--- src/rtl/el2_pkg.sv ---
// rtl/el2_pkg.sv - shared types for the LSU/DMA DCCM arbiter
package el2_pkg;

    typedef enum logic {
        IDLE   = 1'b0,
        RMW_WR = 1'b1
    } arb_state_t;

    typedef enum logic {
        LSU = 1'b0,
        DMA = 1'b1
    } req_id_t;

    localparam logic [3:0] BE_FULL = 4'hF;
    localparam logic [3:0] BE_NONE = 4'h0;

endpackage

--- src/rtl/el2_dccm_byte_merge.sv ---
// rtl/el2_dccm_byte_merge.sv - per-byte merge of new write data over an old DCCM word
module el2_dccm_byte_merge (
    input  logic [31:0] old_data,
    input  logic [31:0] new_data,
    input  logic [3:0]  be,
    output logic [31:0] merged
);

    always_comb begin
        merged = old_data;
        for (int i = 0; i < 4; i++) begin
            if (be[i]) begin
                merged[8*i +: 8] = new_data[8*i +: 8];
            end
        end
    end

endmodule

--- src/rtl/rvdff.sv ---
// rtl/rvdff.sv - plain D flop with synchronous active-high reset
module rvdff #(
    parameter int WIDTH = 1
) (
    input  logic             clk,
    input  logic             rst,
    input  logic [WIDTH-1:0] din,
    output logic [WIDTH-1:0] dout
);

    always_ff @(posedge clk) begin
        if (rst) begin
            dout <= '0;
        end else begin
            dout <= din;
        end
    end

endmodule

--- src/rtl/el2_lsu_dccm_arb.sv ---
// rtl/el2_lsu_dccm_arb.sv - LSU/DMA DCCM arbiter with DMA anti-starvation
// Partial-write read-modify-write is built only when EL2_DCCM_ARB_RMW_EN is defined.
module el2_lsu_dccm_arb
    import el2_pkg::*;
#(
    parameter int DCCM_BITS    = 16,
    parameter int STARVE_LIMIT = 4
) (
    input  logic                 clk,
    input  logic                 rst,

    input  logic                 lsu_req_valid,
    output logic                 lsu_req_ready,
    input  logic                 lsu_req_wr,
    input  logic [DCCM_BITS-1:0] lsu_req_addr,
    input  logic [31:0]          lsu_req_wdata,
    input  logic [3:0]           lsu_req_be,
    output logic                 lsu_rsp_valid,
    output logic [31:0]          lsu_rsp_data,
    output logic                 lsu_rsp_err,

    input  logic                 dma_req_valid,
    output logic                 dma_req_ready,
    input  logic                 dma_req_wr,
    input  logic [DCCM_BITS-1:0] dma_req_addr,
    input  logic [31:0]          dma_req_wdata,
    input  logic [3:0]           dma_req_be,
    output logic                 dma_rsp_valid,
    output logic [31:0]          dma_rsp_data,
    output logic                 dma_rsp_err,

    output logic                 dccm_rden,
    output logic                 dccm_wren,
    output logic [DCCM_BITS-1:0] dccm_addr,
    output logic [31:0]          dccm_wr_data,
    input  logic [31:0]          dccm_rd_data
);

    localparam int            SW         = $clog2(STARVE_LIMIT + 1);
    localparam logic [SW-1:0] STARVE_MAX = SW'(STARVE_LIMIT);
    localparam int            AW         = DCCM_BITS - 2;

    arb_state_t     state;
    logic           in_idle;
    logic           dma_first;
    logic           grant_lsu;
    logic           grant_dma;
    logic           grant_any;
    logic [SW-1:0]  starve_cnt;
    logic [SW-1:0]  starve_nxt;

    req_id_t        gnt_id;
    logic           sel_wr;
    logic [AW-1:0]  sel_waddr;
    logic [31:0]    sel_wdata;
    logic [3:0]     sel_be;
    logic           sel_full;
    logic           sel_none;
    logic           sel_part;
    logic           unused_addr_lsb;

    logic           rmw_start;
    logic           rmw_cycle;

    logic           rsp_vld_d;
    req_id_t        rsp_id_d;
    logic           rsp_rd_d;
    logic           rsp_err_d;
    logic [3:0]     rsp_q;
    logic           rsp_live;
    req_id_t        rsp_id_q;

    // Arbitration: LSU has priority until DMA has lost STARVE_LIMIT times in a row
    assign in_idle   = (state == IDLE) && !rst;
    assign dma_first = dma_req_valid && (!lsu_req_valid || (starve_cnt == STARVE_MAX));
    assign grant_dma = in_idle && dma_first;
    assign grant_lsu = in_idle && lsu_req_valid && !dma_first;
    assign grant_any = grant_lsu || grant_dma;

    assign gnt_id    = grant_dma ? DMA : LSU;
    assign sel_wr    = grant_dma ? dma_req_wr    : lsu_req_wr;
    assign sel_waddr = grant_dma ? dma_req_addr[DCCM_BITS-1:2] : lsu_req_addr[DCCM_BITS-1:2];
    assign sel_wdata = grant_dma ? dma_req_wdata : lsu_req_wdata;
    assign sel_be    = grant_dma ? dma_req_be    : lsu_req_be;
    assign sel_full  = (sel_be == BE_FULL);
    assign sel_none  = (sel_be == BE_NONE);
    assign sel_part  = !sel_full && !sel_none;

    assign unused_addr_lsb = ^{lsu_req_addr[1:0], dma_req_addr[1:0]};

    always_comb begin
        starve_nxt = starve_cnt;
        if (grant_dma) begin
            starve_nxt = '0;
        end else if (dma_req_valid && (starve_cnt != STARVE_MAX)) begin
            starve_nxt = starve_cnt + SW'(1);
        end
    end

    rvdff #(.WIDTH(SW)) starve_ff (
        .clk  (clk),
        .rst  (rst),
        .din  (starve_nxt),
        .dout (starve_cnt)
    );

`ifdef EL2_DCCM_ARB_RMW_EN
    localparam int RMW_W = 1 + AW + 32 + 4;

    arb_state_t       state_nxt;
    logic             state_q;
    logic [RMW_W-1:0] rmw_d;
    logic [RMW_W-1:0] rmw_q;
    req_id_t          rmw_id;
    logic [AW-1:0]    rmw_waddr;
    logic [31:0]      rmw_wdata;
    logic [3:0]       rmw_be;
    logic [31:0]      rmw_merged;

    assign rmw_start = grant_any && sel_wr && sel_part;
    assign rmw_cycle = (state == RMW_WR) && !rst;

    rvdff #(.WIDTH(1)) state_ff (
        .clk  (clk),
        .rst  (rst),
        .din  (state_nxt),
        .dout (state_q)
    );
    assign state = arb_state_t'(state_q);

    always_comb begin
        state_nxt = state;
        case (state)
            IDLE:    if (rmw_start) state_nxt = RMW_WR;
            RMW_WR:  state_nxt = IDLE;
            default: state_nxt = IDLE;
        endcase
    end

    // Partial-write context held across the read half of the RMW
    assign rmw_d = rmw_start ? {gnt_id, sel_waddr, sel_wdata, sel_be} : rmw_q;

    rvdff #(.WIDTH(RMW_W)) rmw_ff (
        .clk  (clk),
        .rst  (rst),
        .din  (rmw_d),
        .dout (rmw_q)
    );

    assign rmw_id    = req_id_t'(rmw_q[RMW_W-1]);
    assign rmw_waddr = rmw_q[RMW_W-2 -: AW];
    assign rmw_wdata = rmw_q[35:4];
    assign rmw_be    = rmw_q[3:0];

    el2_dccm_byte_merge u_merge (
        .old_data (dccm_rd_data),
        .new_data (rmw_wdata),
        .be       (rmw_be),
        .merged   (rmw_merged)
    );
`else
    assign state     = IDLE;
    assign rmw_start = 1'b0;
    assign rmw_cycle = 1'b0;
`endif

    always_comb begin
        rsp_vld_d = 1'b0;
        rsp_id_d  = gnt_id;
        rsp_rd_d  = 1'b0;
        rsp_err_d = 1'b0;
        if (grant_any) begin
            if (!sel_wr) begin
                rsp_vld_d = 1'b1;
                rsp_rd_d  = 1'b1;
            end else if (sel_full || sel_none) begin
                rsp_vld_d = 1'b1;
            end else if (sel_part && !rmw_start) begin
                rsp_vld_d = 1'b1;
                rsp_err_d = 1'b1;
            end
        end
`ifdef EL2_DCCM_ARB_RMW_EN
        if (rmw_cycle) begin
            rsp_vld_d = 1'b1;
            rsp_id_d  = rmw_id;
        end
`endif
    end

    rvdff #(.WIDTH(4)) rsp_ff (
        .clk  (clk),
        .rst  (rst),
        .din  ({rsp_vld_d, rsp_id_d, rsp_rd_d, rsp_err_d}),
        .dout (rsp_q)
    );
    assign rsp_id_q = req_id_t'(rsp_q[2]);
    assign rsp_live = rsp_q[3] && !rst;

    always_comb begin
        lsu_req_ready = grant_lsu;
        dma_req_ready = grant_dma;
        dccm_rden     = 1'b0;
        dccm_wren     = 1'b0;
        dccm_addr     = '0;
        dccm_wr_data  = '0;
        if (grant_any) begin
            if (!sel_wr || rmw_start) begin
                dccm_rden = 1'b1;
                dccm_addr = {sel_waddr, 2'b00};
            end else if (sel_full) begin
                dccm_wren    = 1'b1;
                dccm_addr    = {sel_waddr, 2'b00};
                dccm_wr_data = sel_wdata;
            end
        end
`ifdef EL2_DCCM_ARB_RMW_EN
        if (rmw_cycle) begin
            dccm_wren    = 1'b1;
            dccm_addr    = {rmw_waddr, 2'b00};
            dccm_wr_data = rmw_merged;
        end
`endif
        lsu_rsp_valid = rsp_live && (rsp_id_q == LSU);
        dma_rsp_valid = rsp_live && (rsp_id_q == DMA);
        lsu_rsp_data  = (lsu_rsp_valid && rsp_q[1]) ? dccm_rd_data : 32'h0;
        dma_rsp_data  = (dma_rsp_valid && rsp_q[1]) ? dccm_rd_data : 32'h0;
        lsu_rsp_err   = lsu_rsp_valid && rsp_q[0];
        dma_rsp_err   = dma_rsp_valid && rsp_q[0];
    end

endmodule

--- config.mk ---
export PLATFORM = sky130hd
export DESIGN_NAME = el2_lsu_dccm_arb
export DESIGN_NICKNAME = d
export VERILOG_FILES = /design/src/rtl/el2_pkg.sv /design/src/rtl/el2_dccm_byte_merge.sv /design/src/rtl/rvdff.sv /design/src/rtl/el2_lsu_dccm_arb.sv
export SDC_FILE = /design/constraint.sdc
export NUM_CORES = 1
export LEC_CHECK = 0
export CAP_MARGIN = 10
export CORE_AREA = 2 2 100 102
export DETAILED_ROUTE_END_ITERATION = 6
export DIE_AREA = 0 0 102 104
export GPL_TIMING_DRIVEN = 1
export PLACE_DENSITY = 0.7
export SETUP_SLACK_MARGIN = 0.05
export SYNTH_ARGS = -nofsm -noshare
export SYNTH_HDL_FRONTEND = slang
export SYNTH_SLANG_ARGS = --single-unit
--- constraint.sdc ---
create_clock -name clk -period 2.23 [get_ports clk]
set_clock_uncertainty 0.05 [all_clocks]
set_input_delay 0.3345 -clock clk [delete_from_list [all_inputs] [get_ports clk]]
set_output_delay 0.3345 -clock clk [all_outputs]
set_load 0.05 [all_outputs]
## Word level (Yosys, flattened, before mapping)

Cells that the tools add are included.

| word-level totals | value |
|---|---|
| bits in registers | 7 |
| output and inout bits | 120 |

| cells by class | value |
|---|---|
| multiplexer cells | 21 |
| equality and inequality tests | 3 |
| add/sub/neg operators | 1 |
| reductions and logical operators | 25 |
| bitwise gates (word level) | 3 |

Operators by type and width:

| cell | count |
|---|---|
| $mux W32 | 6 |
| $mux W16 | 3 |
| $mux W14 | 1 |
| $logic_and A1 B1 Y1 | 13 |
| $mux W1 | 10 |
| $logic_not A1 Y1 | 5 |
| $eq A4 B4 Y1 const B | 1 |
| $logic_not A4 Y1 | 1 |
| $mux W4 | 1 |
| $reduce_or A2 Y1 | 2 |
| $reduce_or A4 Y1 | 1 |
| $add A3 B1 Y3 const B | 1 |
| $eq A3 B3 Y1 const B | 1 |
| $logic_or A1 B1 Y1 | 3 |
| $ne A3 B3 Y1 const B | 1 |
| $not A1 Y1 | 3 |

## Logic depth before layout (Yosys ltp)

Gate-level depths: netlist of the first run.

| logic depth | value |
|---|---|
| word-level depth | 11 |
| gate-level depth with buffers | 7 |

## Cells and area by module

From an unflattened synthesis of the first run, not the netlist that was laid out.

| unflattened totals | value |
|---|---|
| cell total of the unflattened synthesis | 330 |
| area, all modules | 2159.6 um^2 |

Modules (own cells, without submodules):

| module | times used | area each (um^2) | cells each |
|---|---|---|---|
| el2_lsu_dccm_arb | 1 | 1975.6 | 316 |
| rvdff (rsp_ff) | 1 | 105.1 | 8 |
| rvdff (starve_ff) | 1 | 78.8 | 6 |

## Worst setup path after synthesis of the first run

OpenSTA, ideal clock, no wires.

| timing | value |
|---|---|
| kind | register to output |
| start point | reg starve_ff.dout[0] |
| end point | out dccm_rden |
| buffers on the path | 1 |
| arrival time | 2563 ps |
| path slack | -717 ps |
| stages on the path, launching flop included | 8 |
| cell sequence | dfxtp_1 > inv_1 > ha_1 > a21bo_2 > buf_6 > nand2_4 > inv_1 > a211oi_1 |

| on the way | value |
|---|---|
| longest elaborated chain between the ends | 7 |

Ends and longest elaborated chain:

| element | RTL line | text |
|---|---|---|
| start, declared | rvdff.sv:8 | `output logic [WIDTH-1:0] dout` |
| start signal, assigned | rvdff.sv:15 | `dout <= din;` |
| $eq A3 B3 Y1 (*) | el2_lsu_dccm_arb.sv:75 | `assign dma_first = dma_req_valid && (!lsu_req_valid \|\| (starve_cnt == STARVE_MAX));` |
| $logic_or A1 B1 Y1 (*) | el2_lsu_dccm_arb.sv:75 |  |
| $logic_and A1 B1 Y1 (*) | el2_lsu_dccm_arb.sv:75 |  |
| $logic_and A1 B1 Y1 (*) | el2_lsu_dccm_arb.sv:76 | `assign grant_dma = in_idle && dma_first;` |
| via dma_req_ready | el2_lsu_dccm_arb.sv:23 | `output logic dma_req_ready,` |
| $mux W1 | el2_lsu_dccm_arb.sv:81 | `assign sel_wr = grant_dma ? dma_req_wr : lsu_req_wr;` |
| $mux W1 | el2_lsu_dccm_arb.sv:208 | `if (!sel_wr \|\| rmw_start) begin` |
| $mux W1 (*) | el2_lsu_dccm_arb.sv:207 | `if (grant_any) begin` |
| end, declared | el2_lsu_dccm_arb.sv:32 | `output logic dccm_rden,` |

The timed path passes the listed nets; every way through them passes the cells marked *.

## Worst setup path in the final report of the first run

| timing | value |
|---|---|
| start point | reg starve_ff.dout[0] |
| end point | out dccm_wr_data[7] |

| on the way | value |
|---|---|
| longest elaborated chain between the ends | 9 |

Ends and longest elaborated chain:

| element | RTL line | text |
|---|---|---|
| $eq A3 B3 Y1 (*) | el2_lsu_dccm_arb.sv:75 |  |
| $logic_or A1 B1 Y1 (*) | el2_lsu_dccm_arb.sv:75 |  |
| $logic_and A1 B1 Y1 (*) | el2_lsu_dccm_arb.sv:75 |  |
| $logic_and A1 B1 Y1 | el2_lsu_dccm_arb.sv:76 |  |
| $mux W4 | el2_lsu_dccm_arb.sv:84 | `assign sel_be = grant_dma ? dma_req_be : lsu_req_be;` |
| $eq A4 B4 Y1 | el2_lsu_dccm_arb.sv:85 | `assign sel_full = (sel_be == BE_FULL);` |
| $mux W32 | el2_lsu_dccm_arb.sv:211 | `end else if (sel_full) begin` |
| $mux W32 | el2_lsu_dccm_arb.sv:208 |  |
| $mux W32 (*) | el2_lsu_dccm_arb.sv:207 |  |
| end, declared | el2_lsu_dccm_arb.sv:35 | `output logic [31:0] dccm_wr_data,` |

Every way passes the cells marked *; elsewhere a longest branch is shown, timed or not.

==> metrics.md, run 1 <==
| Metric | Value |
|---|---|
| Status | `finished, violations left` |
| CP arrival | `1890 ps` |
| Power Density | `175 nW/um^2` |
| Final HPWL DP | `10400 microns` |
| Fmax | `439 MHz` |
| Worst-path clk slew | `40 ps` |
| Crit path buf inv count | `4` |
| CP max-delay cell | `dfxtp_2` |
| CTS HTree Levels | `1` |
| EDFF count, synth | `0` |
| Slew Limit Fails | `0` |
| Drt total wl | `15200 microns` |
| Worst setup margin | `-47.3 ps` |
| Root Driver | `clkbuf_8` |
| RSZ-0062 raised after global routing | `true` |
| Count of cell types in the netlist | `36` |
| Failing checks | `setup timing` |
| Number of global-route vias before repair | `3626` |
| R2R Setup Slk | `660 ps` |
| CTS Hold Bufs | `0` |
| PortBufs | `255` |
| Final Critical Period | `2280 ps` |
| ANT cells | `0` |
| Hold_sp | `dma_req_wr` |
| Post-route cell area | `7370 sq um` |
| CTS tree | `yes` |
| Layout cells sized above 1 | `44.4%` |
| Crit-path max FO | `8` |
| Worst EP required | `1850 ps` |
| First DRT Iteration DRCs | `209` |
| CTS Buffer Depth | `2` |
| Kind of critical path | `flop to output pin` |
| Die Wd | `102 microns` |
| Most area-consuming cells after synthesis | `and3_1, o2111ai_1, and2_1, nand4_1, a21oi_1` |
| Die Area | `10600 sq um` |
| Ys Warns | `0` |
| Sw frac | `40.8%` |
| All-Layer GR Usage | `23.8%` |
| DR pass1 iterations | `4` |
| Core area | `9550 sq um` |
| Maximum Capacitance Violations | `0` |
| Synthesized flop and latch total | `7` |
| Total CTS buffers | `3` |
| Syn Inst Count | `342` |
| Final Hold Vio Count | `0` |
| Pin count of the biggest net entering global routing | `65` |
| Initial cell density of the core | `23.0%` |
| Post-Place Setup Slack | `-159 ps` |
| Period utilization | `102%` |
| Internal | `763 uW` |
| Prevailing post-synth register cell | `dfxtp_1` |
| FILL cells | `621` |
| Gate power share | `75.7%` |
| Reg2reg end | `rsp_ff.dout[1]$_SDFF_PP0_` |
| Layout Nets | `749` |
| DRC | `0` |
| Site row count | `36` |
| CP max stage delay | `330 ps` |
| Seq pwr share | `10.4%` |
| CP Cell Sequence | `inv_2 -> ha_4 -> a21boi_4 -> buf_6 -> bufbuf_16 -> o2111ai_1 -> a21oi_2 -> buf_12` |
| Hold EP | `rsp_ff.dout[1]$_SDFF_PP0_` |
| Worst Hold Depth | `3` |
| Yosys top cell area share | `18.2%` |
| Element type at the critical path end | `output pin` |
| Placer Congestion | `0.858` |
| First-pass GRT wire length | `20100 microns` |
| Clock latency on the worst-skew pair | `230 ps` |
| Startpoint class of the critical path | `flop` |
| Syn avg cell area | `6.43 sq um` |
| Initial antenna violation count | `0` |
| Min-Delay Path Class | `input port to flop` |
| Worst r2r path cells | `7` |
| Die Ht | `104 microns` |
| Vias per inst | `5.39` |
| Post-route setup TNS | `-145 ps` |
| Synth async-reset ratio | `0%` |
| P_sw | `527 uW` |
| Final ANT Viol Nets | `0` |
| Clock sinks | `7` |
| Most common cell in the synthesized netlist | `and3_1` |
| Reg-to-reg startpoint | `starve_ff.dout[0]$_SDFFE_PP0P_` |
| DR vias | `3973` |
| Worst vdd ir | `0.126 mV` |
| Avg WL per Cell | `20.7 microns` |
| Leak Pwr | `2.82 nW` |
| Yosys top cell by area | `and3_1` |
| Ports | `262` |
| Synth cell count leaders | `and3_1, a21oi_1, and2_1, nand4_1, o2111ai_1` |
| Register area share after synthesis | `6.37%` |
| CP Launch Point | `starve_ff.dout[0]$_SDFFE_PP0P_` |
| Final setup violation count | `8` |
| Kind of cell adding the most delay to the critical path | `buffers and inverters` |
| Clock Power Share | `13.9%` |
| Placed cell areas | `6270 sq um` |
| Netlist Area Pre-Place | `2200 sq um` |
| Layout overhead on the synthesized area | `235%` |
| GRT overflow | `0` |
registers in the layout, summed over array words and instances (netlist names):
signal	flops
starve_ff.dout	3
rsp_ff.dout	4
how the worst max path moves through the flow:
stage                       endpoint  slack, ps  depth (start not counted)
floorplan              dccm_addr[10]       -160                          6
global placement       dccm_addr[13]       -120                          7
detailed placement  dccm_wr_data[24]       -160                          6
CTS                  dccm_wr_data[2]         -7                          7
global route         dccm_wr_data[1]       -100                          8
finish               dccm_wr_data[7]        -50                          8
power groups by stage:
| stage | logic (mW) | clock network [mW] | registers [mW] |
|---|---|---|---|
| 2_1_floorplan | 0.325 | 0 | 0.136 |
| 3_3_place_gp | 0.776 | 0 | 0.136 |
| 3_5_place_dp | 0.789 | 0 | 0.137 |
| 4_1_cts | 0.858 | 0.185 | 0.135 |
| 5_1_grt | 1.02 | 0.191 | 0.135 |
| 6_report | 0.976 | 0.180 | 0.135 |
cell families after synthesis:
kind of cell	synth area share [%]
flip-flops	6.37
AND/OR/NAND/NOR	45.1
AO/OA/AOI/OAI	32.6
buffers and inverters	14.6
adder cells (fa/ha/maj)	1.14
other	0.171
through the flow:
| step | std cells | hold WS, ps | total power [mW] | utilization [%] |
|---|---|---|---|---|
| 2_1_floorplan | 343 | 354 | 0.460 | - |
| 3_3_place_gp | 706 | 410 | 0.912 | 65.6 |
| 3_5_place_dp | 706 | 433 | 0.926 | 65.6 |
| 4_1_cts | 723 | 483 | 1.18 | 69.9 |
| 5_1_grt | 737 | 504 | 1.34 | 77.2 |
| 6_report | 737 | 471 | 1.29 | 77.2 |
routing by layer:
layer / GRT usage (%) / vias up / wire length (microns)
li1: - / 1836 / -
met1: 25.9 / 1883 / 5210
met2: 44.7 / 212 / 8320
met3: 5.24 / 42 / 1130
met4: 6.95 / 0 / 573
met5: 0 / - / 0
worst min-delay path, cell delays in order:
cell and delay [ps]:
dlymetal6s2s_1 110, buf_8 160, a211oi_1 80
cell type report:
type | count | area, sq um | area share [%]
timing repair buffer | 309 | 4550 | 61.7
multi-input combinational | 274 | 2420 | 32.8
tap | 133 | 166 | 2.26
sequential | 7 | 143 | 1.94
clock buffer | 4 | 45.0 | 0.611
inverter | 9 | 40.0 | 0.543
timing repair inverter | 1 | 7.51 | 0.102
cells in the final DEF, fill, tap and decap left out, types with 2 or more instances in the layout:
master and count:
o21ai_0 12, a21oi_2 30, buf_6 10, o22ai_2 12, o2111ai_2 9, dlymetal6s2s_1 7
and3_1 64, o21ai_1 4, buf_8 2, nand4_1 33, o2111ai_1 7, clkbuf_16 10
a21oi_1 3, nand2_1 16, dfxtp_2 2, and4_4 2, o2111ai_4 16, clkdlybuf4s50_1 125
buf_12 128, o22ai_4 3, buf_4 20, clkinvlp_4 2, conb_1 2, inv_1 5
dlygate4sd2_1 4, nor4_1 2, inv_2 2, a21oi_4 4, and2_1 34, dfxtp_1 5
nand3_1 2, clkbuf_8 3
timing repair:
item / 4_1_cts / 5_1_grt
buffers inserted: 10 / 4
gates cloned: 3 / 10
gates resized for setup: 57 / 70
endpoints found under the setup margin: 50 / 103
pin swaps: 33 / 26
Power figures use the tool's default switching activity.
==> run 2, diff against run 1 <==
--- a/config.mk
+++ b/config.mk
@@ -10,8 +10,9 @@
 export DETAILED_ROUTE_END_ITERATION = 6
 export DIE_AREA = 0 0 102 104
 export GPL_TIMING_DRIVEN = 1
-export PLACE_DENSITY = 0.7
+export PLACE_DENSITY = 0.76
 export SETUP_SLACK_MARGIN = 0.05
+export SLEW_MARGIN = 20
 export SYNTH_ARGS = -nofsm -noshare
 export SYNTH_HDL_FRONTEND = slang
 export SYNTH_SLANG_ARGS = --single-unit
==> run 2 against run 1 <==
Compared with the run above:
- the flow now finishes without violations
- clock-buffer cell count down 1
- sequential power about the same
- core utilization down 1.7 points
- worst setup slack better by 58 ps
- worst hold slack better by 50 ps
- register-to-register slack about the same
- critical path depth unchanged
- cell count down 0.27%
- non-clock buffer count down 1
- critical path type unchanged
- critical endpoint is now dccm_wr_data[11]
- largest cell class unchanged
- largest power group unchanged
==> metrics.md, run 2 (synthesis gave the netlist of run 1 again) <==
| Metric | Value |
|---|---|
| Status | `finished, final reports clean (was finished, violations left)` |
| DR top layer | `met4 (unchanged)` |
| Maximum Capacitance Violations | `0 (unchanged)` |
| FILL cells | `655 (was 621)` |
| Drt total wl | `14400 microns (was 15200 microns)` |
| Core area | `9550 sq um (unchanged)` |
| Finished Layout Cells | `735 (was 737)` |
| CTS HTree Levels | `1 (unchanged)` |
| RSZ-0062 raised after global routing | `true (unchanged)` |
| CP max stage delay | `330 ps (about the same)` |
| Post-route cell area | `7210 sq um (was 7370 sq um)` |
| Die Area | `10600 sq um (unchanged)` |
| Placed cell areas | `6260 sq um (was 6270 sq um)` |
| ANT cells | `0 (unchanged)` |
| Final setup violation count | `0 (was 8)` |
| Clock sinks | `7 (unchanged)` |
| Min Hold Slack | `521 ps (was 471 ps)` |
| Element type at the critical path end | `output pin (unchanged)` |
| CTS tree | `yes (unchanged)` |
| Crit path buf inv count | `4 (unchanged)` |
| Worst Hold Depth | `2 (was 3)` |
| CP Cell Sequence | `inv_2 -> ha_4 -> a21boi_4 -> buf_6 -> buf_12 -> o2111ai_1 -> a21oi_2 -> buf_12 (was inv_2 -> ha_4 -> a21boi_4 -> buf_6 -> bufbuf_16 -> o2111ai_1 -> a21oi_2 -> buf_12)` |
| Ports | `262 (unchanged)` |
| Avg WL per Cell | `19.6 microns (was 20.7 microns)` |
| Final Hold Vio Count | `0 (unchanged)` |
| Clock latency on the worst-skew pair | `240 ps (was 230 ps)` |
| DRC | `0 (unchanged)` |
| Layout overhead on the synthesized area | `228% (was 235%)` |
| Largest registers | `rsp_ff.dout: 4 flops, starve_ff.dout: 3 flops (unchanged)` |
| Startpoint class of the critical path | `flop (unchanged)` |
| Die Wd | `102 microns (unchanged)` |
| DR vias | `3967 (was 3973)` |
| Initial antenna violation count | `0 (unchanged)` |
| CP most frequent cell | `buf_12` |
| Commonest non-fill, non-tap cells in the layout | `buf_12, clkdlybuf4s50_1, and3_1, and2_1, nand4_1 (unchanged)` |
| Die Ht | `104 microns (unchanged)` |
| Sw frac | `40.6% (was 40.8%)` |
| Fmax | `451 MHz (was 439 MHz)` |
| CTS Buffer Depth | `2 (unchanged)` |
| Reg-to-reg startpoint | `starve_ff.dout[0]$_SDFFE_PP0P_ (unchanged)` |
| Metal-1 WL | `5010 microns (was 5210 microns)` |
| Leak Pwr | `2.77 nW (was 2.82 nW)` |
| Internal | `758 uW (was 763 uW)` |
| Worst vdd ir | `0.109 mV (was 0.126 mV)` |
| Worst r2r path cells | `8 (was 7)` |
| Hold_sp | `starve_ff.dout[2]$_SDFFE_PP0P_ (was dma_req_wr)` |
| CTS Hold Bufs | `0 (unchanged)` |
| Number of global-route vias before repair | `3741 (was 3626)` |
| P_sw | `518 uW (was 527 uW)` |
| Max reg flops | `4 (unchanged)` |
| Worst EP required | `1850 ps (about the same)` |
| CP arrival | `1830 ps (was 1890 ps)` |
| Root Driver | `clkbuf_8 (unchanged)` |
| PortBufs | `255 (unchanged)` |
| All-Layer GR Usage | `24.7% (was 23.8%)` |
| Period utilization | `99.5% (was 102%)` |
| Most common cell after layout, fill and taps aside | `buf_12 (unchanged)` |
| Kind of critical path | `flop to output pin (unchanged)` |
| First-pass GRT wire length | `20800 microns (was 20100 microns)` |
| Final Critical Period | `2220 ps (was 2280 ps)` |
| Placer Congestion | `0.807 (was 0.858)` |
| Reg with most FFs | `rsp_ff.dout (unchanged)` |
| Reg2reg end | `rsp_ff.dout[0]$_SDFF_PP0_ (was rsp_ff.dout[1]$_SDFF_PP0_)` |
| Slew Limit Fails | `0 (unchanged)` |
| Vias per inst | `5.40 (was 5.39)` |
| DR pass1 iterations | `4 (unchanged)` |
| Final HPWL DP | `10500 microns (was 10400 microns)` |
| Layout cells sized above 1 | `42.5% (was 44.4%)` |
| Min-Delay Path Class | `flop to flop (was input port to flop)` |
| Gate power share | `74.8% (was 75.7%)` |
| Crit-path max FO | `8 (unchanged)` |
| GRT overflow | `0 (unchanged)` |
| Post-route setup TNS | `0 ps (was -145 ps)` |
| Worst-path clk slew | `40 ps (about the same)` |
| Kind of cell adding the most delay to the critical path | `compound AO/OA/AOI/OAI gates (was buffers and inverters)` |
| Site row count | `36 (unchanged)` |
| Met3 Routed Length | `1340 microns (was 1130 microns)` |
| CP max-delay cell | `dfxtp_2 (unchanged)` |
| Total CTS buffers | `3 (unchanged)` |
| Pwr Total | `1.28 mW (was 1.29 mW)` |
| Clock Power Share | `14.6% (was 13.9%)` |
| Power Density | `177 nW/um^2 (was 175 nW/um^2)` |
| Met2 WL | `7610 microns (was 8320 microns)` |
| First DRT Iteration DRCs | `236 (was 209)` |
| Layout Nets | `747 (was 749)` |
| R2R Setup Slk | `660 ps (about the same)` |
| Hold EP | `starve_ff.dout[2]$_SDFFE_PP0P_ (was rsp_ff.dout[1]$_SDFF_PP0_)` |
| Placed cells | `705 (was 706)` |
| Initial cell density of the core | `23.0% (unchanged)` |
| Seq pwr share | `10.6% (was 10.4%)` |
| Final ANT Viol Nets | `0 (unchanged)` |
| Pin count of the biggest net entering global routing | `65 (unchanged)` |
[run 2: cell types whose count changed in the layout (fill, tap and decap cells not counted), moves of 4 or more]
cell            before  now
o2111ai_1            7   18
clkbuf_16           10    4
buf_6               10    5
o22ai_2             12    7
dlymetal6s2s_1       7    3
o2111ai_4           16    9
dlygate4sd2_1        4    9
o2111ai_2            9    5
o22ai_4              3    8
[run 2: metrics by stage]
step	util, %	setup slack (ps)
4_1_cts	71.8	20.8
3_5_place_dp	65.6	-210
5_1_grt	75.5	-48.1
3_3_place_gp	65.6	-183
2_1_floorplan	-	-157
6_report	75.5	10.7
[run 2: tightest hold or removal path, cell delays in order, from the launching register on]
cell and delay [ps]:
dfxtp_1 350, o21ai_0 100, a21oi_1 70
[run 2: repair_timing]
item,CTS,global route
endpoints found under the setup margin,83,49
pin swaps,25,37
buffers inserted,10,5
resized for setup,65,39
gates cloned,6,5
[run 2: power by group through the flow]
stage               Sequential, mW  Combinational (mW)  Clock, mW
CTS                          0.135               0.893      0.192
finish                       0.135               0.955      0.187
global route                 0.135               0.998      0.198
detailed placement           0.137               0.786          0
floorplan                    0.136               0.325          0
global placement             0.137               0.770          0
[run 2: worst max path at each step]
stage	from	end	slack [ps]	depth (start not counted)
final	starve_ff.dout[0]$_SDFFE_PP0P_	dccm_wr_data[11]	10	8
after global routing	starve_ff.dout[0]$_SDFFE_PP0P_	dccm_wr_data[30]	-50	8
after CTS	starve_ff.dout[1]$_SDFFE_PP0P_	dccm_wr_data[17]	20	8
after detailed placement	rst	dccm_addr[2]	-210	5
after global placement	rst	dccm_addr[2]	-180	5
after floorplan	starve_ff.dout[0]$_SDFFE_PP0P_	dccm_addr[10]	-160	6
[run 2: cell type report]
cell class	count	area (sq um)	share of cell area, %
repair buffers	308	4520	62.7
multi-input cells	273	2290	31.8
inverters	9	37.5	0.521
flip-flops and latches	7	143	1.98
well taps	133	166	2.31
clock buffers	3	41.3	0.573
repair inverters	1	5.00	0.0695
clock inverters	1	5.00	0.0695
[run 2: routing by layer]
layer	GRT usage [%]	vias to the layer above
met2	45.7	237
met5	0	-
met1	26.8	1859
met4	7.05	0
li1	-	1834
met3	6.85	37
==> RTL change (config.mk and constraints of run 1) <==
Make the reset (`rst`) asynchronous in one clocked block. Comments in the files are not updated.
--- a/src/rtl/rvdff.sv
+++ b/src/rtl/rvdff.sv
@@ -9,5 +9,5 @@
 );
 
-    always_ff @(posedge clk) begin
+    always_ff @(posedge clk or posedge rst) begin
         if (rst) begin
             dout <= '0;
Formal check against the unedited RTL: same outputs for any inputs over 10 cycles, from zero or initial values and one cycle with rst high; that may be too few to reach the edited logic, so the function may still have changed.
==> RTL change against run 1 <==
  * Cell count decreased by 1.6%
  * Power increased by 43%
  * Utilization is essentially flat
  * Sequential cell count stayed put
  * Sequential share of layout area increased by 0.44 points
  * Global-route usage grew 3.1 points
  * Area after synthesis shrank 2.4%
  * Design area hardly changed
  * Setup slack worse by 0.13 ns
  * Sequential power increased by 47%
  * Wire length is 0.44% lower
  * The run still ends with negative setup slack left
  * Critical path type unchanged
==> RTL change: results (changes against run 1) <==
RD Place Congestion 0.7487 (-13%); Regs by FF count rsp_ff.dout: 4 flops, starve_ff.dout: 3 flops; Commonest cells post-synth and3_1, clkbuf_1, or4_1, a21oi_1, nand2_1; Wirelength per Cell 20.92 microns (+1.2%); met1 wire length 4.978 mm (-4.4%); setup slack at placement -0.2445 ns (-0.08508 ns); Total GRT Usage 0.2686 (+0.03093); Synth Area in Adders 0.01166 (+0.0002788); clock latency on the worst-skew pair 0.23 ns (about the same); worst reg-to-reg path cell count 8 (+1); met2 WL 8.177 mm (-1.7%); outcome complete, but fails checks; CTS clk-pin slew, worst paths 0.04 ns (about the same); CTS H-tree lvls 1 (unchanged); Top FF cell, synth dfrtp_1; initial antenna violation count 1 (+1); HP Class in2async; drt first-iter violations 228 (+9.1%); global-route wire length before repair 22.52 mm (+12%); final net count 736 (-1.7%); number of global-route vias before repair 4061 (+12%); DR top layer met4; Distinct cells, synth 37 (+2.8%); DR WL met3 1.478 mm (+31%); Synth async-reset ratio 1.000 (+1.000); post-synthesis mux area share 0.004665 (+0.004665); ranking of synthesized cells by area and3_1, o2111ai_1, or4_1; most numerous cell in the Yosys netlist and3_1; setup violators final 48 (+40); WP data arrival 2.02 ns (+0.13 ns); Post-Synth XOR/XNOR Area 0.004082 (+0.004082); R2R Path End rsp_ff.dout[1]; # port buffers 255 (unchanged); Vias/cell 5.457 (+1.2%); Num CTS Buffers 3 (unchanged); Synth warnings 0 (unchanged); Detailed Routing Iterations Pass 1 4 (unchanged); dpl cell area 6638 sq um (+5.9%); CTS root buffer clkbuf_8; proportion of layout cells with a drive suffix above 1 0.4890 (+0.04529); sequential fraction of the synthesis area 0.08163 (+0.01789); Clock Tree Buf Depth 2 (unchanged); violated checks negative setup slack; Static Leak 2.965 nW (+5.0%); post-DP HPWL 10.25 mm (-1.1%); largest net degree at the start of global routing 65 (unchanged); reg2reg start starve_ff.dout[0]; Peak VDD IR 0.1888 mV (+49%); Tightest Pin Transition 0.5242 ns; final worst slack -0.1770 ns (-0.1298 ns); setup slack, reg-to-reg 0.56 ns (-0.10 ns); critical path fanouts, max 6 (-2); compound-cell area share of the yosys netlist 0.3598 (+0.03364)
==> RTL change: repair_timing <==
| action | 4_1_cts | 5_1_grt |
|---|---|---|
| setup endpoints to repair | 48 | 48 |
| setup buffers | 11 | 0 |
| gates resized for setup | 71 | 19 |
| pin swaps | 44 | 61 |
| cloned | 9 | 6 |
==> RTL change: layer usage <==
layer | vias to the layer above | global-route usage
met5 | - | 0
met4 | 0 | 0.1019
met3 | 33 | 0.08065
met2 | 213 | 0.5028
met1 | 1902 | 0.2722
li1 | 1808 | -
==> RTL change: cells by family after synthesis <==
| family | after synthesis |
|---|---|
| buffers and inverters | 61 |
| XOR/XNOR | 1 |
| adder cells (fa/ha/maj) | 2 |
| AO/OA/AOI/OAI | 103 |
| flip-flops | 7 |
| AND/OR/NAND/NOR | 148 |
| other | 1 |
| multiplexers | 1 |
==> RTL change: how the worst max path moves through the flow <==
| stage | from | end |
|---|---|---|
| 6_report | starve_ff.dout[0] | dccm_wr_data[10] |
| 5_1_grt | starve_ff.dout[0] | dccm_wr_data[17] |
| 4_1_cts | starve_ff.dout[1] | dccm_wr_data[0] |
| 3_5_place_dp | dma_req_be[3] | dccm_wr_data[14] |
| 3_3_place_gp | dma_req_be[3] | dccm_wr_data[28] |
| 2_1_floorplan | starve_ff.dout[0] | dccm_wr_data[27] |
==> RTL change: power breakdown <==
group          switching [mW]  total, mW  internal, mW  leakage [nW]
Combinational           0.695       1.47         0.780          2.85
Clock                  0.0538      0.177         0.124        0.0228
Sequential             0.0386      0.198         0.160        0.0890
Total                   0.787       1.85          1.06          2.96
==> RTL change: worst max-delay path, cell delays in order, from the launching register on <==
cell and delay [ns]:
dfrtp_1 0.39, inv_2 0.08, ha_4 0.18, a21boi_4 0.13
clkbuf_16 0.20, or4_4 0.49, a21oi_4 0.16, buf_12 0.15
==> RTL change: area by class of cell <==
| type | instances | area (sq um) |
|---|---|---|
| inverters | 7 | 27.53 |
| clock buffers | 4 | 45.04 |
| multi-input cells | 258 | 2394 |
| fillers | 613 | 2182 |
| flip-flops and latches | 7 | 175.2 |
| diodes | 1 | 2.502 |
| repair buffers | 315 | 4557 |
| well taps | 133 | 166.4 |
==> RTL change: through the flow <==
stage | cells | hold slack (ns) | setup TNS [ns] | total power, mW
after floorplan | 325 | 0.09296 | -0.1570 | 0.6891
after global placement | 695 | 0.5504 | -9.353 | 1.286
after detailed placement | 695 | 0.6070 | -9.335 | 1.326
after CTS | 719 | 0.2755 | -5.512 | 1.713
after global routing | 725 | 0.3160 | -8.230 | 1.937
final | 725 | 0.2774 | -5.621 | 1.850
